===== config.mk =====
export PLATFORM = sky130hd
export DESIGN_NAME = table_access_arbiter
export DESIGN_NICKNAME = d
export VERILOG_FILES = /design/src/rtl/table_pkg.sv /design/src/rtl/table_rr_lane_alloc.sv /design/src/rtl/table_access_arbiter.sv
export SDC_FILE = /design/constraint.sdc
export NUM_CORES = 1
export LEC_CHECK = 0
export CAP_MARGIN = 20
export CORE_MARGIN = 2
export CORE_UTILIZATION = 37
export CTS_CLUSTER_DIAMETER = 30
export DETAILED_ROUTE_END_ITERATION = 6
export PLACE_DENSITY = 0.71
export SYNTH_ARGS = -nofsm -noshare
export SYNTH_HDL_FRONTEND = slang
export SYNTH_SLANG_ARGS = --single-unit

===== constraint.sdc =====
create_clock -name clk -period 26.9 [get_ports clk]
set_input_delay 4.035 -clock clk [delete_from_list [all_inputs] [get_ports clk]]
set_output_delay 4.035 -clock clk [all_outputs]
set_load 0.05 [all_outputs]

===== src/rtl/table_pkg.sv =====
// Shared types and helpers for the table access arbiter.
package table_pkg;

    // Requester ids are stored zero-extended to this width in the lane tags.
    localparam int unsigned TAG_ID_W = 8;

    typedef enum logic {
        S_ARB,
        S_CLEAR
    } fsm_e;

    typedef struct packed {
        logic                valid;
        logic [TAG_ID_W-1:0] id;
    } lane_tag_t;

    // Index width for a table/requester count, never narrower than one bit.
    function automatic int unsigned idx_width(input int unsigned n);
        return (n > 1) ? $clog2(n) : 1;
    endfunction

endpackage


===== src/rtl/table_rr_lane_alloc.sv =====
// Round-robin scan of requesters and allocation onto free table lanes.
module table_rr_lane_alloc
    import table_pkg::*;
#(
    parameter int unsigned NUM_REQ     = 4,
    parameter int unsigned IW          = 5,
    parameter int unsigned INPUT_RATE  = 2,
    parameter int unsigned OUTPUT_RATE = 2,
    localparam int unsigned RW         = idx_width(NUM_REQ)
) (
    input  logic                      en,
    input  logic [NUM_REQ-1:0]        req_valid,
    input  logic [NUM_REQ-1:0]        req_we,
    input  logic [NUM_REQ*IW-1:0]     req_index,
    input  logic [RW-1:0]             rr_ptr,
    output logic [NUM_REQ-1:0]        grant,
    output logic [INPUT_RATE-1:0]     wr_lane_valid,
    output logic [INPUT_RATE*RW-1:0]  wr_lane_id,
    output logic [OUTPUT_RATE-1:0]    rd_lane_valid,
    output logic [OUTPUT_RATE*RW-1:0] rd_lane_id,
    output logic [RW-1:0]             rr_ptr_next
);

    // Writes are allocated first so every read can be checked against all writes of this cycle.
    always_comb begin
        int unsigned wr_cnt;
        int unsigned rd_cnt;
        int unsigned last_pos;
        logic        any;
        logic        hazard;
        grant         = '0;
        wr_lane_valid = '0;
        wr_lane_id    = '0;
        rd_lane_valid = '0;
        rd_lane_id    = '0;
        rr_ptr_next   = rr_ptr;
        wr_cnt        = 0;
        rd_cnt        = 0;
        last_pos      = 0;
        any           = 1'b0;
        hazard        = 1'b0;
        for (int k = 0; k < NUM_REQ; k++) begin
            for (int j = 0; j < NUM_REQ; j++) begin
                if (j == (int'(rr_ptr) + k) % NUM_REQ && en && req_valid[j] && req_we[j] &&
                    wr_cnt < INPUT_RATE) begin
                    hazard = 1'b0;
                    for (int m = 0; m < NUM_REQ; m++) begin
                        if (grant[m] && req_index[m*IW +: IW] == req_index[j*IW +: IW]) begin
                            hazard = 1'b1;
                        end
                    end
                    if (!hazard) begin
                        grant[j] = 1'b1;
                        for (int l = 0; l < INPUT_RATE; l++) begin
                            if (l == wr_cnt) begin
                                wr_lane_valid[l]       = 1'b1;
                                wr_lane_id[l*RW +: RW] = RW'(j);
                            end
                        end
                        wr_cnt++;
                        any = 1'b1;
                        if (k > last_pos) last_pos = k;
                    end
                end
            end
        end
        for (int k = 0; k < NUM_REQ; k++) begin
            for (int j = 0; j < NUM_REQ; j++) begin
                if (j == (int'(rr_ptr) + k) % NUM_REQ && en && req_valid[j] && !req_we[j] &&
                    rd_cnt < OUTPUT_RATE) begin
                    hazard = 1'b0;
                    for (int m = 0; m < NUM_REQ; m++) begin
                        if (grant[m] && req_we[m] &&
                            req_index[m*IW +: IW] == req_index[j*IW +: IW]) begin
                            hazard = 1'b1;
                        end
                    end
                    if (!hazard) begin
                        grant[j] = 1'b1;
                        for (int l = 0; l < OUTPUT_RATE; l++) begin
                            if (l == rd_cnt) begin
                                rd_lane_valid[l]       = 1'b1;
                                rd_lane_id[l*RW +: RW] = RW'(j);
                            end
                        end
                        rd_cnt++;
                        any = 1'b1;
                        if (k > last_pos) last_pos = k;
                    end
                end
            end
        end
        if (any) rr_ptr_next = RW'((int'(rr_ptr) + last_pos + 1) % NUM_REQ);
    end

endmodule


===== src/rtl/table_access_arbiter.sv =====
// Shares a multi-lane table among requesters; also runs a full-table clear sequence.
module table_access_arbiter
    import table_pkg::*;
#(
    parameter int unsigned NUM_REQ     = 4,
    parameter int unsigned TABLE_SIZE  = 32,
    parameter int unsigned DATA_WIDTH  = 8,
    parameter int unsigned INPUT_RATE  = 2,
    parameter int unsigned OUTPUT_RATE = 2,
    localparam int unsigned IW         = idx_width(TABLE_SIZE)
) (
    input  logic                              clk,
    input  logic                              rst,
    input  logic [NUM_REQ-1:0]                req_valid,
    input  logic [NUM_REQ-1:0]                req_we,
    input  logic [NUM_REQ*IW-1:0]             req_index,
    input  logic [NUM_REQ*DATA_WIDTH-1:0]     req_wdata,
    output logic [NUM_REQ-1:0]                req_ready,
    output logic [NUM_REQ-1:0]                rsp_valid,
    output logic [NUM_REQ*DATA_WIDTH-1:0]     rsp_data,
    input  logic                              clear_start,
    output logic                              clear_busy,
    output logic [INPUT_RATE-1:0]             tbl_wr_en,
    output logic [INPUT_RATE*IW-1:0]          tbl_index_wr,
    output logic [INPUT_RATE*DATA_WIDTH-1:0]  tbl_data_wr,
    output logic                              tbl_rd_en,
    output logic [OUTPUT_RATE*IW-1:0]         tbl_index_rd,
    input  logic [OUTPUT_RATE*DATA_WIDTH-1:0] tbl_data_rd
);

    localparam int unsigned RW = idx_width(NUM_REQ);

    fsm_e                     state_q, state_d;
    logic [RW-1:0]            rr_ptr_q, rr_ptr_d, rr_ptr_next;
    logic [IW-1:0]            cnt_q, cnt_d;
    lane_tag_t                tag_q [OUTPUT_RATE];
    lane_tag_t                tag_d [OUTPUT_RATE];
    logic                     arb_en;
    logic [NUM_REQ-1:0]       grant;
    logic [INPUT_RATE-1:0]    wr_lane_valid;
    logic [INPUT_RATE*RW-1:0] wr_lane_id;
    logic [OUTPUT_RATE-1:0]   rd_lane_valid;
    logic [OUTPUT_RATE*RW-1:0] rd_lane_id;

    // Gating with rst keeps grants and table enables low while reset is asserted.
    assign arb_en     = (state_q == S_ARB) && !rst;
    assign req_ready  = grant;
    assign clear_busy = (state_q == S_CLEAR);
    assign tbl_rd_en  = |rd_lane_valid;

    table_rr_lane_alloc #(
        .NUM_REQ     (NUM_REQ),
        .IW          (IW),
        .INPUT_RATE  (INPUT_RATE),
        .OUTPUT_RATE (OUTPUT_RATE)
    ) u_alloc (
        .en            (arb_en),
        .req_valid     (req_valid),
        .req_we        (req_we),
        .req_index     (req_index),
        .rr_ptr        (rr_ptr_q),
        .grant         (grant),
        .wr_lane_valid (wr_lane_valid),
        .wr_lane_id    (wr_lane_id),
        .rd_lane_valid (rd_lane_valid),
        .rd_lane_id    (rd_lane_id),
        .rr_ptr_next   (rr_ptr_next)
    );

    // FSM, round-robin pointer and clear counter next state.
    always_comb begin
        state_d  = state_q;
        rr_ptr_d = rr_ptr_q;
        cnt_d    = cnt_q;
        unique case (state_q)
            S_ARB: begin
                rr_ptr_d = rr_ptr_next;
                if (clear_start) state_d = S_CLEAR;
            end
            S_CLEAR: begin
                if (cnt_q == IW'(TABLE_SIZE - INPUT_RATE)) begin
                    cnt_d   = '0;
                    state_d = S_ARB;
                end else begin
                    cnt_d = cnt_q + IW'(INPUT_RATE);
                end
            end
            default: state_d = S_ARB;
        endcase
    end

    // Each granted read lane remembers its owner for the response one cycle later.
    always_comb begin
        for (int l = 0; l < OUTPUT_RATE; l++) begin
            tag_d[l].valid = rd_lane_valid[l];
            tag_d[l].id    = TAG_ID_W'(rd_lane_id[l*RW +: RW]);
        end
    end

    // Table port drive: clear pattern in S_CLEAR, otherwise the granted requests per lane.
    always_comb begin
        tbl_wr_en    = '0;
        tbl_index_wr = '0;
        tbl_data_wr  = '0;
        tbl_index_rd = '0;
        if (state_q == S_CLEAR) begin
            for (int l = 0; l < INPUT_RATE; l++) begin
                tbl_wr_en[l]            = 1'b1;
                tbl_index_wr[l*IW +: IW] = cnt_q + IW'(l);
            end
        end else begin
            for (int l = 0; l < INPUT_RATE; l++) begin
                for (int r = 0; r < NUM_REQ; r++) begin
                    if (wr_lane_valid[l] && wr_lane_id[l*RW +: RW] == RW'(r)) begin
                        tbl_wr_en[l]                            = 1'b1;
                        tbl_index_wr[l*IW +: IW]                = req_index[r*IW +: IW];
                        tbl_data_wr[l*DATA_WIDTH +: DATA_WIDTH] =
                            req_wdata[r*DATA_WIDTH +: DATA_WIDTH];
                    end
                end
            end
        end
        for (int l = 0; l < OUTPUT_RATE; l++) begin
            for (int r = 0; r < NUM_REQ; r++) begin
                if (rd_lane_valid[l] && rd_lane_id[l*RW +: RW] == RW'(r)) begin
                    tbl_index_rd[l*IW +: IW] = req_index[r*IW +: IW];
                end
            end
        end
    end

    // Route each tagged read lane back to its owning requester.
    always_comb begin
        rsp_valid = '0;
        rsp_data  = '0;
        for (int l = 0; l < OUTPUT_RATE; l++) begin
            for (int r = 0; r < NUM_REQ; r++) begin
                if (tag_q[l].valid && tag_q[l].id == TAG_ID_W'(r)) begin
                    rsp_valid[r]                         = 1'b1;
                    rsp_data[r*DATA_WIDTH +: DATA_WIDTH] =
                        tbl_data_rd[l*DATA_WIDTH +: DATA_WIDTH];
                end
            end
        end
    end

    // State registers; reset abandons any clear and drops pending responses.
    always_ff @(posedge clk or posedge rst) begin
        if (rst) begin
            state_q  <= S_ARB;
            rr_ptr_q <= '0;
            cnt_q    <= '0;
            for (int l = 0; l < OUTPUT_RATE; l++) tag_q[l] <= '0;
        end else begin
            state_q  <= state_d;
            rr_ptr_q <= rr_ptr_d;
            cnt_q    <= cnt_d;
            for (int l = 0; l < OUTPUT_RATE; l++) tag_q[l] <= tag_d[l];
        end
    end

endmodule


Word-level counts from Yosys, hierarchy flattened
Index checks and enable logic that the tools add are counted.
W data, S select, Z words.
- bits of input ports: 79
- word-level logic and storage cells: 1161
- output and inout bits: 80
- bits in registers: 14
- reduce and logical (&&, ||, !) cells: 275
- add/subtract/negate cells: 35
- eq/ne operators: 73
- bitwise operators: 1
- magnitude comparators: 57
- muxes and demuxes: 713
- operators by type and width (cell ; count):
    $mux W32 ; 136
    $logic_not A32 Y1 ; 34
    $eq A1 B32 Y1 const A ; 30
    $lt A32 B2 Y1 const B ; 29
    $add A32 B1 Y32 const B ; 28
    $gt A2 B32 Y1 const A ; 16
    $mux W1 ; 361
    $gt A1 B32 Y1 const A ; 11
    $mux W2 ; 120
    $mux W4 ; 58
    $logic_and A1 B1 Y1 ; 228
    $mux W8 ; 16
    $mux W5 ; 17
    $eq A5 B5 Y1 ; 12
    $eq A2 B2 Y1 const B ; 12
    $eq A2 B2 Y1 const A ; 8
    $logic_not A8 Y1 ; 2
    $mux W16 ; 1
    $eq A2 B1 Y1 const B ; 6
    $mux W10 ; 1
    $eq A1 B2 Y1 const A ; 4
    $logic_not A2 Y1 ; 4
    $mux W3 ; 2
    $add A5 B1 Y5 const B ; 1
    11 further kinds ; 17

Logic depth before layout (Yosys ltp)
- depth in word-level cells: 225
- mapped depth: 99
- gate-level depth less buffers: 92

Cells and area by module
Synthesis repeated with hierarchy kept, for this count alone.
- cells, all modules: 885
- area total of the unflattened synthesis: 7125.6 µm²
- modules (own cells, without submodules) (module ; cells an instance ; area an instance (µm²) ; times used):
    table_rr_lane_alloc ; 671 ; 4759.6 ; 1
    table_access_arbiter ; 214 ; 2366.0 ; 1

Worst setup path after synthesis
No wires, ideal clock.
- path type: input port to output port
- start: in rst
- end: out tbl_index_rd[5]
- arrival: 24.483 ns
- buffers on the path: 8
- data required time: 22.865 ns
- stages: 92
- slack: -1.618 ns
- path through: clkbuf_1 > or4b_2 > clkbuf_1 > o22ai_1 > ha_1 > or3_4 > ha_1 > o21a_1 > buf_6 > ha_1 > nor2_2 > nand2_1 > nand2_1 > ha_1 > o311a_1 > a21oi_2 > nand2_1 > ha_1 > [56 not listed] > nand2_1 > nand2_1 > ha_1 > o21ai_0 > nand2_1 > a311oi_1 > and4_1 > clkbuf_1 > xnor2_2 > ha_1 > nand2_1 > a2111oi_0 > o211ai_1 > a21boi_1 > clkbuf_1 > nor3b_1 > nor4b_1 > nor4_1
- word-level cells in the longest chain between the ends: 225
- elaborated cells between the ends (all ways): 649
- classes of those cells: add/sub (28); order compare (30); eq/ne (18); mux (363); reduce/logical (210)
- ends and longest elaborated chain (item ; line ; source):
    start, declared ; table_access_arbiter.sv:13 ; input logic rst,
    $logic_not A1 Y1 (no line) (*) ; n/a ;
    $logic_and A1 B1 Y1 (*) ; table_access_arbiter.sv:46 ; assign arb_en = (state_q == S_ARB) && !rst;
    branches (longest 222 deep; another with $add A32 B1 Y32) ; n/a ;
    $mux W5 (*) ; table_access_arbiter.sv:125 ; if (rd_lane_valid[l] && rd_lane_id[l*RW +: RW] == RW'(r)) begin
    end, declared ; table_access_arbiter.sv:27 ; output logic [OUTPUT_RATE*IW-1:0] tbl_index_rd,
Mark *: on every way between the ends. The select of a mux whose other input is x is not followed.

Worst setup path after layout
- start: in rst
- end: out tbl_index_rd[7]
Same word-level chain as after synthesis.

==> summary.txt <==
Detailed routing
  • Drt drc: 0
  • Final wirelength: 30.1 mm
  • DRT Pass-1 Iters: 5
  • Antenna viol nets, final: 0
  • Via count: 8555
  • WL/cell: 21.2 um
  • Vias per cell: roughly 6
  • Initial drt markers: 574

Die
  • Initial core utilization: 0.374
  • Die W: 144 um
  • Core Region: approximately 0.019 mm2
  • Die height: between 100 and 150 um
  • Die area: 0.0207 mm2
  • IO Count: 159
  • Row cnt: 51

Finish
  • Design area: 0.00994 mm2
  • Post-layout util: 0.514
  • Area added between synthesis and finish: 37.5%
  • Share of cells above drive strength 1: 0.185
  • Antenna fix cells: 0
  • Final net count: 1317

Synthesis
  • Synth async-reset ratio: 1.00
  • Seq/Total Area, Yosys: 0.0450
  • Main synth FF type: dfrtp_1
  • Syn Area/Cell: 7.29 um2
  • Synthesized area: ~0.0072 mm2
  • Post-synth top area cell: ha_1
  • Cell with the most instances after synthesis: nand2_1
  • Post-synth top area share: 0.140
  • Ys Warns: 0
  • Gate Count Post-Synth: around 990
  • Post-synth top cells: nand2_1 (110), ha_1 (81), inv_1 (66)
  • Synth top area cells: ha_1 (14%), mux2i_1 (7.2%), nand2_1 (5.7%)
  • Number of flops mapped to enable cells by yosys: 0
  • Netlist cell types: around 110
  • Register bit total from synthesis: 13

Place
  • Hpwl dp: 24.0 mm
  • Routability cong.: 1.02
  • Placed inst area: between 0.009 and 0.01 mm2
  • Pre-CTS WS: -0.464 ns
  • Port buffer count: 158

Critical path
  • Slowest library cell on the worst path: a2111oi_2
  • Crit Path Max Fanout: 9
  • Worst r2r src: clear_busy
  • Critical path arrival: 22.05 ns
  • Worst setup SP type: primary input
  • Worst R2R Setup Slack: 8.40 ns
  • Crit Reg-Reg Endpoint: tag_q[17]
  • CP max stage delay: between 0.5 and 0.6 ns
  • CP required: 22.86 ns
  • CP delay by family, top: adder cells
  • CP most frequent cell: ha_1
  • CP endpoint kind: primary output
  • Depth of the worst register-to-register path: 89
  • WS Path Type: primary input to primary output
  • Crit path buf inv count: 8

Clocking
  • CTS H-tree lvls: 1
  • Reg clk slew, reported paths: around 0.04 ns
  • Total CTS buffers: 3
  • Clk_lat worst skew: 0.24 ns
  • CTS tree: built
  • Clk root buf: clkbuf_16
  • # clock sinks: 13
  • Longest Clk Path Bufs: 2

Power
  • Tot Pwr: 321 uW
  • Pwr dens: roughly 32 mW/mm2
  • Clock network fraction of design power: 0.089
  • Worst IR drop on VDD: about 0.024 mV
  • Comb pwr share: 0.782
  • Switching Share: 0.552
  • Psw: 177 uW
  • Part of the power in registers: 0.129
  • Internal power: 144 uW
  • LEAKAGE: 0.00428 uW

STA
  • Final hold violation count: 0
  • Final min period: 26.09 ns
  • Slew Limit Fails: 0
  • Worst-margin pin slew: 1.05 ns
  • Clk_skew: 0.00383 ns
  • Final WS setup: 0.811 ns
  • Final setup vio count: 0
  • Fmax achieved: 38.3 MHz
  • Final period util: 0.970
  • Worst rel slew slack: 0.301

Min path
  • Worst Hold Path EP: cnt_q[4]
  • WHS Path Cells: 1
  • HP Class: flip-flop to flip-flop
  • Hold Crit Start: cnt_q[4]

Global route
  • First-pass GRT wire length: 44.9 mm
  • Grt ovf: 0
  • Initial antenna violation count: 0
  • Largest net degree at the start of global routing: 30
  • Gr usage total: 0.275
  • Vias in the first global route: 7945

Outcome
  • Status: finished clean

Job
  • Max Cap Viol: 0
area by class of cell:
cell class	count	area, um2
multi-input cells	847	6790
repair buffers	219	2140
well taps	265	332
clock buffers	4	78.8
flip-flops and latches	13	325
inverters	73	278
fillers	1839	9390
worst max-delay path by stage:
stage	startpoint	to	slack (ns)	depth (start not counted)
detailed placement	rst	tbl_index_rd[7]	-0.46	90
floorplan	rst	tbl_index_rd[0]	0.02	92
finish	rst	tbl_index_rd[7]	0.81	92
global route	rst	tbl_index_rd[9]	-0.19	95
CTS	rst	tbl_rd_en	0.05	91
global placement	rst	tbl_index_rd[8]	-0.003	86
logic make-up after synthesis:
| group | count (synthesis) | synth area share |
|---|---|---|
| AO/OA/AOI/OAI | 273 | 0.298 |
| XOR/XNOR | 51 | 0.0676 |
| adder cells (fa/ha/maj) | 81 | 0.140 |
| buffers and inverters | 134 | 0.0780 |
| flip-flops | 13 | 0.0450 |
| multiplexers | 53 | 0.0735 |
| other | 2 | 0.00104 |
| AND/OR/NAND/NOR | 385 | 0.297 |
per-layer routing:
metal | GRT usage | share of wire | vias up
met1 | 0.365 | 0.42 | 4069
li1 | - | - | 4002
met2 | 0.436 | 0.46 | 402
met4 | 0.0991 | 0.039 | 0
met3 | 0.0606 | 0.081 | 82
met5 | 0 | 0 | -
state kept, by name, summed over array words and instances (netlist names):
name	cells
clear_busy	1
cnt_q	4
rr_ptr_q	2
tag_q	6
power by group through the flow:
stage	combinational [uW]	clock, uW	sequential, uW
2_1_floorplan	169	0	32.7
3_3_place_gp	239	0	40.2
3_5_place_dp	241	0	40.0
4_1_cts	244	28.9	39.9
5_1_grt	266	29.9	42.3
6_report	251	28.6	41.3
through the flow:
stage	TNS (ns)	cells	hold slack, ns
after floorplan	0	994	0.479
after global placement	-0.00584	1394	0.548
after detailed placement	-4.34	1394	0.535
after CTS	0	1404	0.540
after global routing	-1.42	1421	0.554
final	0	1421	0.558
layout by cell type, fill, tap and decap left out, drive strengths merged, types with 8 or more instances in the layout:
cell type	n
nand3	29
and2	13
o22ai	24
xnor2	31
dfrtp	13
and3	17
nor2	63
a21o	14
nor4	17
o211ai	9
ha	81
buf	75
nor3	31
a21oi	40
nand2	112
xor2	19
inv	72
o21ai	43
mux2i	52
or2	15
nor4b	9
clkdlybuf4s50	141
a22o	41
o221ai	8
a211oi	16
or3	11
nand2b	11
nand4	15
a31oi	11
repair_timing:
item / in CTS / in global routing
endpoints found under the setup margin: 11 / 11
buffers inserted: 6 / 17
pin swaps: 9 / 23
hold buffers: 0 / 0
resized for setup: 16 / 34
(Power assumes the default switching activity.)
